**config.mk**
```make
export PLATFORM = sky130hd
export DESIGN_NAME = mult_issue
export DESIGN_NICKNAME = d
export VERILOG_FILES = /design/src/rtl/mult_issue.sv
export SDC_FILE = /design/constraint.sdc
export NUM_CORES = 1
export LEC_CHECK = 0
export BUFFER_PORTS_ARGS = -buffer_cell sky130_fd_sc_hd__buf_2
export CAP_MARGIN = 20
export CORE_MARGIN = 1.5
export CORE_UTILIZATION = 50
export CTS_CLUSTER_SIZE = 12
export DETAILED_ROUTE_END_ITERATION = 10
export PLACE_DENSITY = 0.93
export SLEW_MARGIN = 40
export SYNTH_ARGS = -nofsm -noshare
export SYNTH_HDL_FRONTEND = slang
export SYNTH_SLANG_ARGS = --single-unit
```
**constraint.sdc**
```tcl
create_clock -name clk -period 2.94 [get_ports clk]
set_input_delay 0.441 -clock clk [delete_from_list [all_inputs] [get_ports clk]]
set_output_delay 0.441 -clock clk [all_outputs]
set_load 0.1 [all_outputs]
```
**src/rtl/mult_issue.sv**
```systemverilog
`default_nettype none
// ============================================================================
// Module      : mult_issue
// Description : Single-outstanding operand issuer for an external multiplier.
//               IDLE -> ISSUE -> HOLD; optional ISSUE watchdog enabled by
//               defining MULT_ISSUE_TIMEOUT_EN.
// Revision    : 1.0 - initial release
// ============================================================================
module mult_issue #(
    parameter int TIMEOUT = 8
) (
    input  logic        clk,
    input  logic        reset,
    input  logic        in_valid,
    output logic        in_ready,
    input  logic [7:0]  in_a,
    input  logic [7:0]  in_b,
    output logic [7:0]  mul_a,
    output logic [7:0]  mul_b,
    output logic        mul_start,
    input  logic        mul_done,
    input  logic [15:0] mul_result,
    output logic        out_valid,
    input  logic        out_ready,
    output logic [15:0] out_result,
    output logic        out_err,
    output logic        busy
);

    typedef enum logic [1:0] {
        ST_IDLE  = 2'd0,
        ST_ISSUE = 2'd1,
        ST_HOLD  = 2'd2
    } state_t;

    state_t      r_state;
    logic        r_in_ready;
    logic        r_mul_start;
    logic        r_out_valid;
    logic        r_busy;
    logic [7:0]  r_mul_a;
    logic [7:0]  r_mul_b;
    logic [15:0] r_out_result;

    if ((TIMEOUT < 5) || (TIMEOUT > 255)) begin : g_timeout_range
        $error("mult_issue: TIMEOUT must lie in 5..255");
    end

`ifdef MULT_ISSUE_TIMEOUT_EN
    // Abort fires on the ISSUE edge where the count has reached TIMEOUT-1,
    // i.e. after exactly TIMEOUT cycles of mul_start high.
    localparam logic [7:0] C_TMO_LAST = 8'(TIMEOUT - 1);

    logic [7:0] r_tmo_cnt;
    logic       r_out_err;
`endif

    always_ff @(posedge clk) begin
        if (reset) begin
            r_state      <= ST_IDLE;
            r_in_ready   <= 1'b1;
            r_mul_start  <= 1'b0;
            r_out_valid  <= 1'b0;
            r_busy       <= 1'b0;
            r_mul_a      <= 8'd0;
            r_mul_b      <= 8'd0;
            r_out_result <= 16'd0;
`ifdef MULT_ISSUE_TIMEOUT_EN
            r_tmo_cnt    <= 8'd0;
            r_out_err    <= 1'b0;
`endif
        end else begin
            case (r_state)
                ST_IDLE: begin
                    if (in_valid) begin
                        r_mul_a     <= in_a;
                        r_mul_b     <= in_b;
                        r_mul_start <= 1'b1;
                        r_in_ready  <= 1'b0;
                        r_busy      <= 1'b1;
                        r_state     <= ST_ISSUE;
`ifdef MULT_ISSUE_TIMEOUT_EN
                        r_tmo_cnt   <= 8'd0;
`endif
                    end
                end

                ST_ISSUE: begin
                    if (mul_done) begin
                        r_out_result <= mul_result;
                        r_mul_start  <= 1'b0;
                        r_out_valid  <= 1'b1;
                        r_state      <= ST_HOLD;
`ifdef MULT_ISSUE_TIMEOUT_EN
                        r_out_err    <= 1'b0;
                    end else if (r_tmo_cnt == C_TMO_LAST) begin
                        r_out_result <= 16'd0;
                        r_mul_start  <= 1'b0;
                        r_out_valid  <= 1'b1;
                        r_out_err    <= 1'b1;
                        r_state      <= ST_HOLD;
                    end else begin
                        r_tmo_cnt    <= r_tmo_cnt + 8'd1;
`endif
                    end
                end

                ST_HOLD: begin
                    // in_ready returns only after the product has left,
                    // so there is never a same-edge bypass into ISSUE.
                    if (out_ready) begin
                        r_out_valid <= 1'b0;
                        r_in_ready  <= 1'b1;
                        r_busy      <= 1'b0;
                        r_state     <= ST_IDLE;
                    end
                end

                default: begin
                    r_state     <= ST_IDLE;
                    r_in_ready  <= 1'b1;
                    r_mul_start <= 1'b0;
                    r_out_valid <= 1'b0;
                    r_busy      <= 1'b0;
                end
            endcase
        end
    end

    assign in_ready   = r_in_ready;
    assign mul_a      = r_mul_a;
    assign mul_b      = r_mul_b;
    assign mul_start  = r_mul_start;
    assign out_valid  = r_out_valid;
    assign out_result = r_out_result;
    assign busy       = r_busy;

`ifdef MULT_ISSUE_TIMEOUT_EN
    assign out_err = r_out_err;
`else
    assign out_err = 1'b0;
`endif

endmodule
`default_nettype wire

```
# [Word-level counts from Yosys, hierarchy flattened]
# Cells that the tools add are included.
# Widths: inputs -> output; s select.
[classes] n_reduce_logical=7 eq_ne=5 bitwise=3 muxes=14
[op_table] op="$pmux 1 s3" count=4
[op_table] op="$reduce_and 3->1" count=4
[op_table] op="$mux 1" count=6
[op_table] op="$mux 2" count=3
[op_table] op="$ne 2x2->1 const B" count=3
[op_table] op="$pmux 2 s3" count=1
[op_table] op="$reduce_and 2->1" count=2
[op_table] op="$not 1->1" count=3
[op_table] op="$eq 2x1->1 const B" count=1
[op_table] op="$eq 2x2->1 const B" count=1
[op_table] op="$logic_not 2->1" count=1
[word_totals] reg_bits=38 out_inout_bits=37

# [Logic depth before layout (Yosys ltp)]
[depth] ltp_word=3 ltp_mapped=4 mapped_depth_nobuf=2

# [Least setup slack after synthesis]
# OpenSTA, ideal clock, no wires.
[synth_timing] path_kind="register to output" start="register r_in_ready (netlist: in_ready)" end="output port in_ready" n_path_buf=0 stages_incl_launch_ff=1 arrival_time_ns=0.925 setup_slack_ns=1.574 required_ns=2.499 path_cell_list="dfxtp_1"
[synth_lines] element="start, declared" line="37" source="logic r_in_ready;"
[synth_lines] element="start signal, assigned" line="61" source="r_in_ready <= 1'b1;"
[synth_lines] element="start signal, assigned" line="79" source="r_in_ready <= 1'b0;"
[synth_lines] element="start signal, assigned" line="113" source="r_in_ready <= 1'b1;"
[synth_lines] element="end, declared" line="15" source="output logic in_ready,"
# No word-level cell between the ends.

# [Worst setup path after layout]
[layout_timing] start="register r_out_result[0] (netlist: out_result[0])" end="output port out_result[0]"
[layout_lines] element="start, declared" line="43" source="logic [15:0] r_out_result;"
[layout_lines] element="start signal, assigned" line="90" source="r_out_result <= mul_result;"
[layout_lines] element="end, declared" line="25" source="output logic [15:0] out_result,"
# No word-level cell between the ends.

==> impl_metrics.py <==
metrics = {
    "die": {
        "start_util_pct": 54.04,
        "die_x_um": 61.15,
        "die_y_um": 61.15,
        "die_area_um2": 3739,
        "core_area_um2": 3128,
        "row_count": 20,
        "io_pins": 74,
    },
    "cells_and_area": {
        "area_growth_pct": 25.46,
        "antenna_cells": 0,
        "nets": 270,
        "drive_gt1_share_pct": 35.47,
        "fillers": 266,
        "multi_input_area_um2": 857.1,
        "final-seq-area_um2": 760.7,
        "instances_no_fill": 278,
        "design_area_um2": 2121,
        "fin_util_pct": 67.80,
    },
    "grt": {
        "globalRouteOverflowTotal": 0,
        "grtUsageTotal_pct": 18.23,
        "grt_pass1_wl_um": 4905,
        "grt_max_degree": 73,
        "grt_pass1_vias": 1142,
        "antenna_found_initial": 0,
    },
    "outcome": {
        "outcome": "complete, no violations",
    },
    "worst_setup_path": {
        "path_class": "register to output port",
        "start_kind": "register",
        "crit_chain": "buf_2",
        "critPathArrivalTime_ns": 1.15,
        "crit_family": "buffers and inverters",
        "cp_data_required_time_ns": 2.50,
        "critPathBufInv": 1,
        "critPathMaxStageDelay_ns": 0.43,
        "path_max_fanout": 2,
        "end_kind": "output port",
        "critPathSlowestCell": "buf_2",
    },
    "route": {
        "drc": 0,
        "routed_wl_um": 3153,
        "first_pass_iters": 4,
        "via_per_inst": 4.658,
        "routed-via-count": 1295,
        "dr.first_iter.drc_count": 99,
        "wl_per_cell_um": 11.34,
        "final_antenna_net_count": 0,
    },
    "placed_design": {
        "post-dp-hpwl_um": 2168,
        "dpl-instance-area_um2": 2041,
        "port_buffers": 72,
        "pre_cts_ws_ns": 1.243,
        "place_inst": 270,
        "place_congestion": 0.7241,
    },
    "sta": {
        "maxSlewViolCount": 0,
        "rsz0062_at_grt": "false",
        "fin_crit_sh_pct": 54.24,
        "fin_ws_ns": 1.345,
        "fmax_mhz": 627.1,
        "setup_tns_ns": 0,
        "hold_violations": 0,
        "setup_viol": 0,
        "skew_ns": 0.005907,
        "post-route-min-period_ns": 1.595,
    },
    "clock_tree": {
        "cts_inserted_buffers": 5,
        "cts_tree": "built",
        "hold_buffers": 0,
        "root_buffer": "clkbuf_4",
        "htreeDepth": 2,
        "clock-sinks": 38,
        "clkTransAtPathRegs_ns": 0.11,
        "insertion_delay_ns": 0.35,
        "ctsResizeCount": 0,
        "post-cts-setup-buffer-count": 0,
        "clk_path_buf_depth": 2,
    },
    "logic_synthesis": {
        "yosysSeqAreaShare_pct": 45.00,
        "synth_cells": 166,
        "ys_warn_count": 0,
        "synth_nets": 203,
        "synth.distinct_cells": 18,
        "syn_area_um2": 1690,
        "ys_ff_latch": 38,
        "syn_area_per_cell_um2": 10.18,
    },
    "worst_hold_path": {
        "hp-class": "input pin to register",
    },
    "power": {
        "pwr_density_cell_nw_per_um2": 606.6,
        "p_leak_nw": 0.9756,
        "peakVddDrop_mv": 0.3856,
    },
    "job": {
        "max_cap_viol_count": 0,
    },
}
area by class of cell:
class	count	share of cell area, %
clock buffers	5	1.770
clock inverters	3	1.888
multi-input cells	115	40.41
flip-flops and latches	38	35.87
well taps	44	2.596
repair buffers	73	17.46
where the power goes:
part           leakage (nW)  internal (W)  switching [W]
Sequential            0.311      0.000547      0.0000181
Combinational         0.619     0.0000860       0.000288
Clock                0.0450      0.000176       0.000171
Total                 0.976      0.000809       0.000477
layout by cell type, fill, tap and decap left out, drive strengths merged, types with 2 or more instances in the layout:
master / instances
buf: 73
clkbuf: 5
clkinv: 2
dfxtp: 38
mux2i: 32
nand2b: 69
o21a: 2
o21ai: 2
per-stage QoR:
stage / total power, W / hold WS (ns)
after floorplan: 0.0008909 / 0.4950
after global placement: 0.0009483 / 0.4541
after detailed placement: 0.0009515 / 0.4556
after CTS: 0.001301 / 0.3185
after global routing: 0.001346 / 0.3140
final: 0.001287 / 0.3297
registers in the layout, summed over array words and instances (netlist names):
| name | count |
|---|---|
| r_state | 2 |
| out_valid | 1 |
| mul_b | 8 |
| mul_start | 1 |
| in_ready | 1 |
| out_result | 16 |
| mul_a | 8 |
| busy | 1 |
layer usage:
| metal | wire length (um) | part of all wire (%) | up-vias | GRT usage (%) |
|---|---|---|---|---|
| li1 | - | - | 673 | - |
| met1 | 1462 | 46 | 573 | 22.47 |
| met2 | 1385 | 44 | 42 | 27.36 |
| met3 | 247 | 7.8 | 7 | 8.193 |
| met4 | 59 | 1.9 | 0 | 8.385 |
| met5 | 0 | 0 | - | 0 |
worst min-delay path: cells and delay by family:
family | cells | cell delay, ns
buffers and inverters | 1 | 0.09
AND/OR/NAND/NOR | 1 | 0.05
multiplexers | 1 | 0.06
kinds of logic (layout without fill, tap and decap cells):
kind of cell | after synthesis | after routing | share of synthesized area (%)
multiplexers | 32 | 32 | 18.95
flip-flops | 38 | 38 | 45.00
AND/OR/NAND/NOR | 74 | 74 | 28.05
buffers and inverters | 13 | 81 | 4.663
AO/OA/AOI/OAI | 8 | 8 | 3.109
other | 1 | 1 | 0.2218
final timing paths:
check / start / end / slack (ns) / cells after the start
max: out_result[0]$_SDFFE_PP0P_ / out_result[0] / 1.35 / 1
min: mul_result[15] / out_result[15]$_SDFFE_PP0P_ / 0.33 / 3
max reg2reg: r_state[0]$_SDFFE_PP0P_ / out_result[5]$_SDFFE_PP0P_ / 1.60 / 2
min reg2reg: mul_start$_SDFFE_PP0P_ / mul_start$_SDFFE_PP0P_ / 0.47 / 2
cells in the mapped netlist:
library cell  number  share of area [%]
a21oi_1            1               0.30
nand3b_1           1               0.44
and3b_1            1               0.52
buf_4              2               0.89
o21a_1             2               0.89
or4b_1             1               0.59
o21ai_1            2               0.59
nor3b_1            1               0.44
nand2b_1          69                 26
conb_1             1               0.22
dfxtp_1           38                 45
or3b_1             1               0.52
a211oi_1           1               0.44
clkbuf_1           8                1.8
o22ai_1            1               0.37
o31a_1             1               0.52
mux2i_1           32                 19
buf_6              3                2.0
Note: power is estimated with default switching activity, not from simulation.
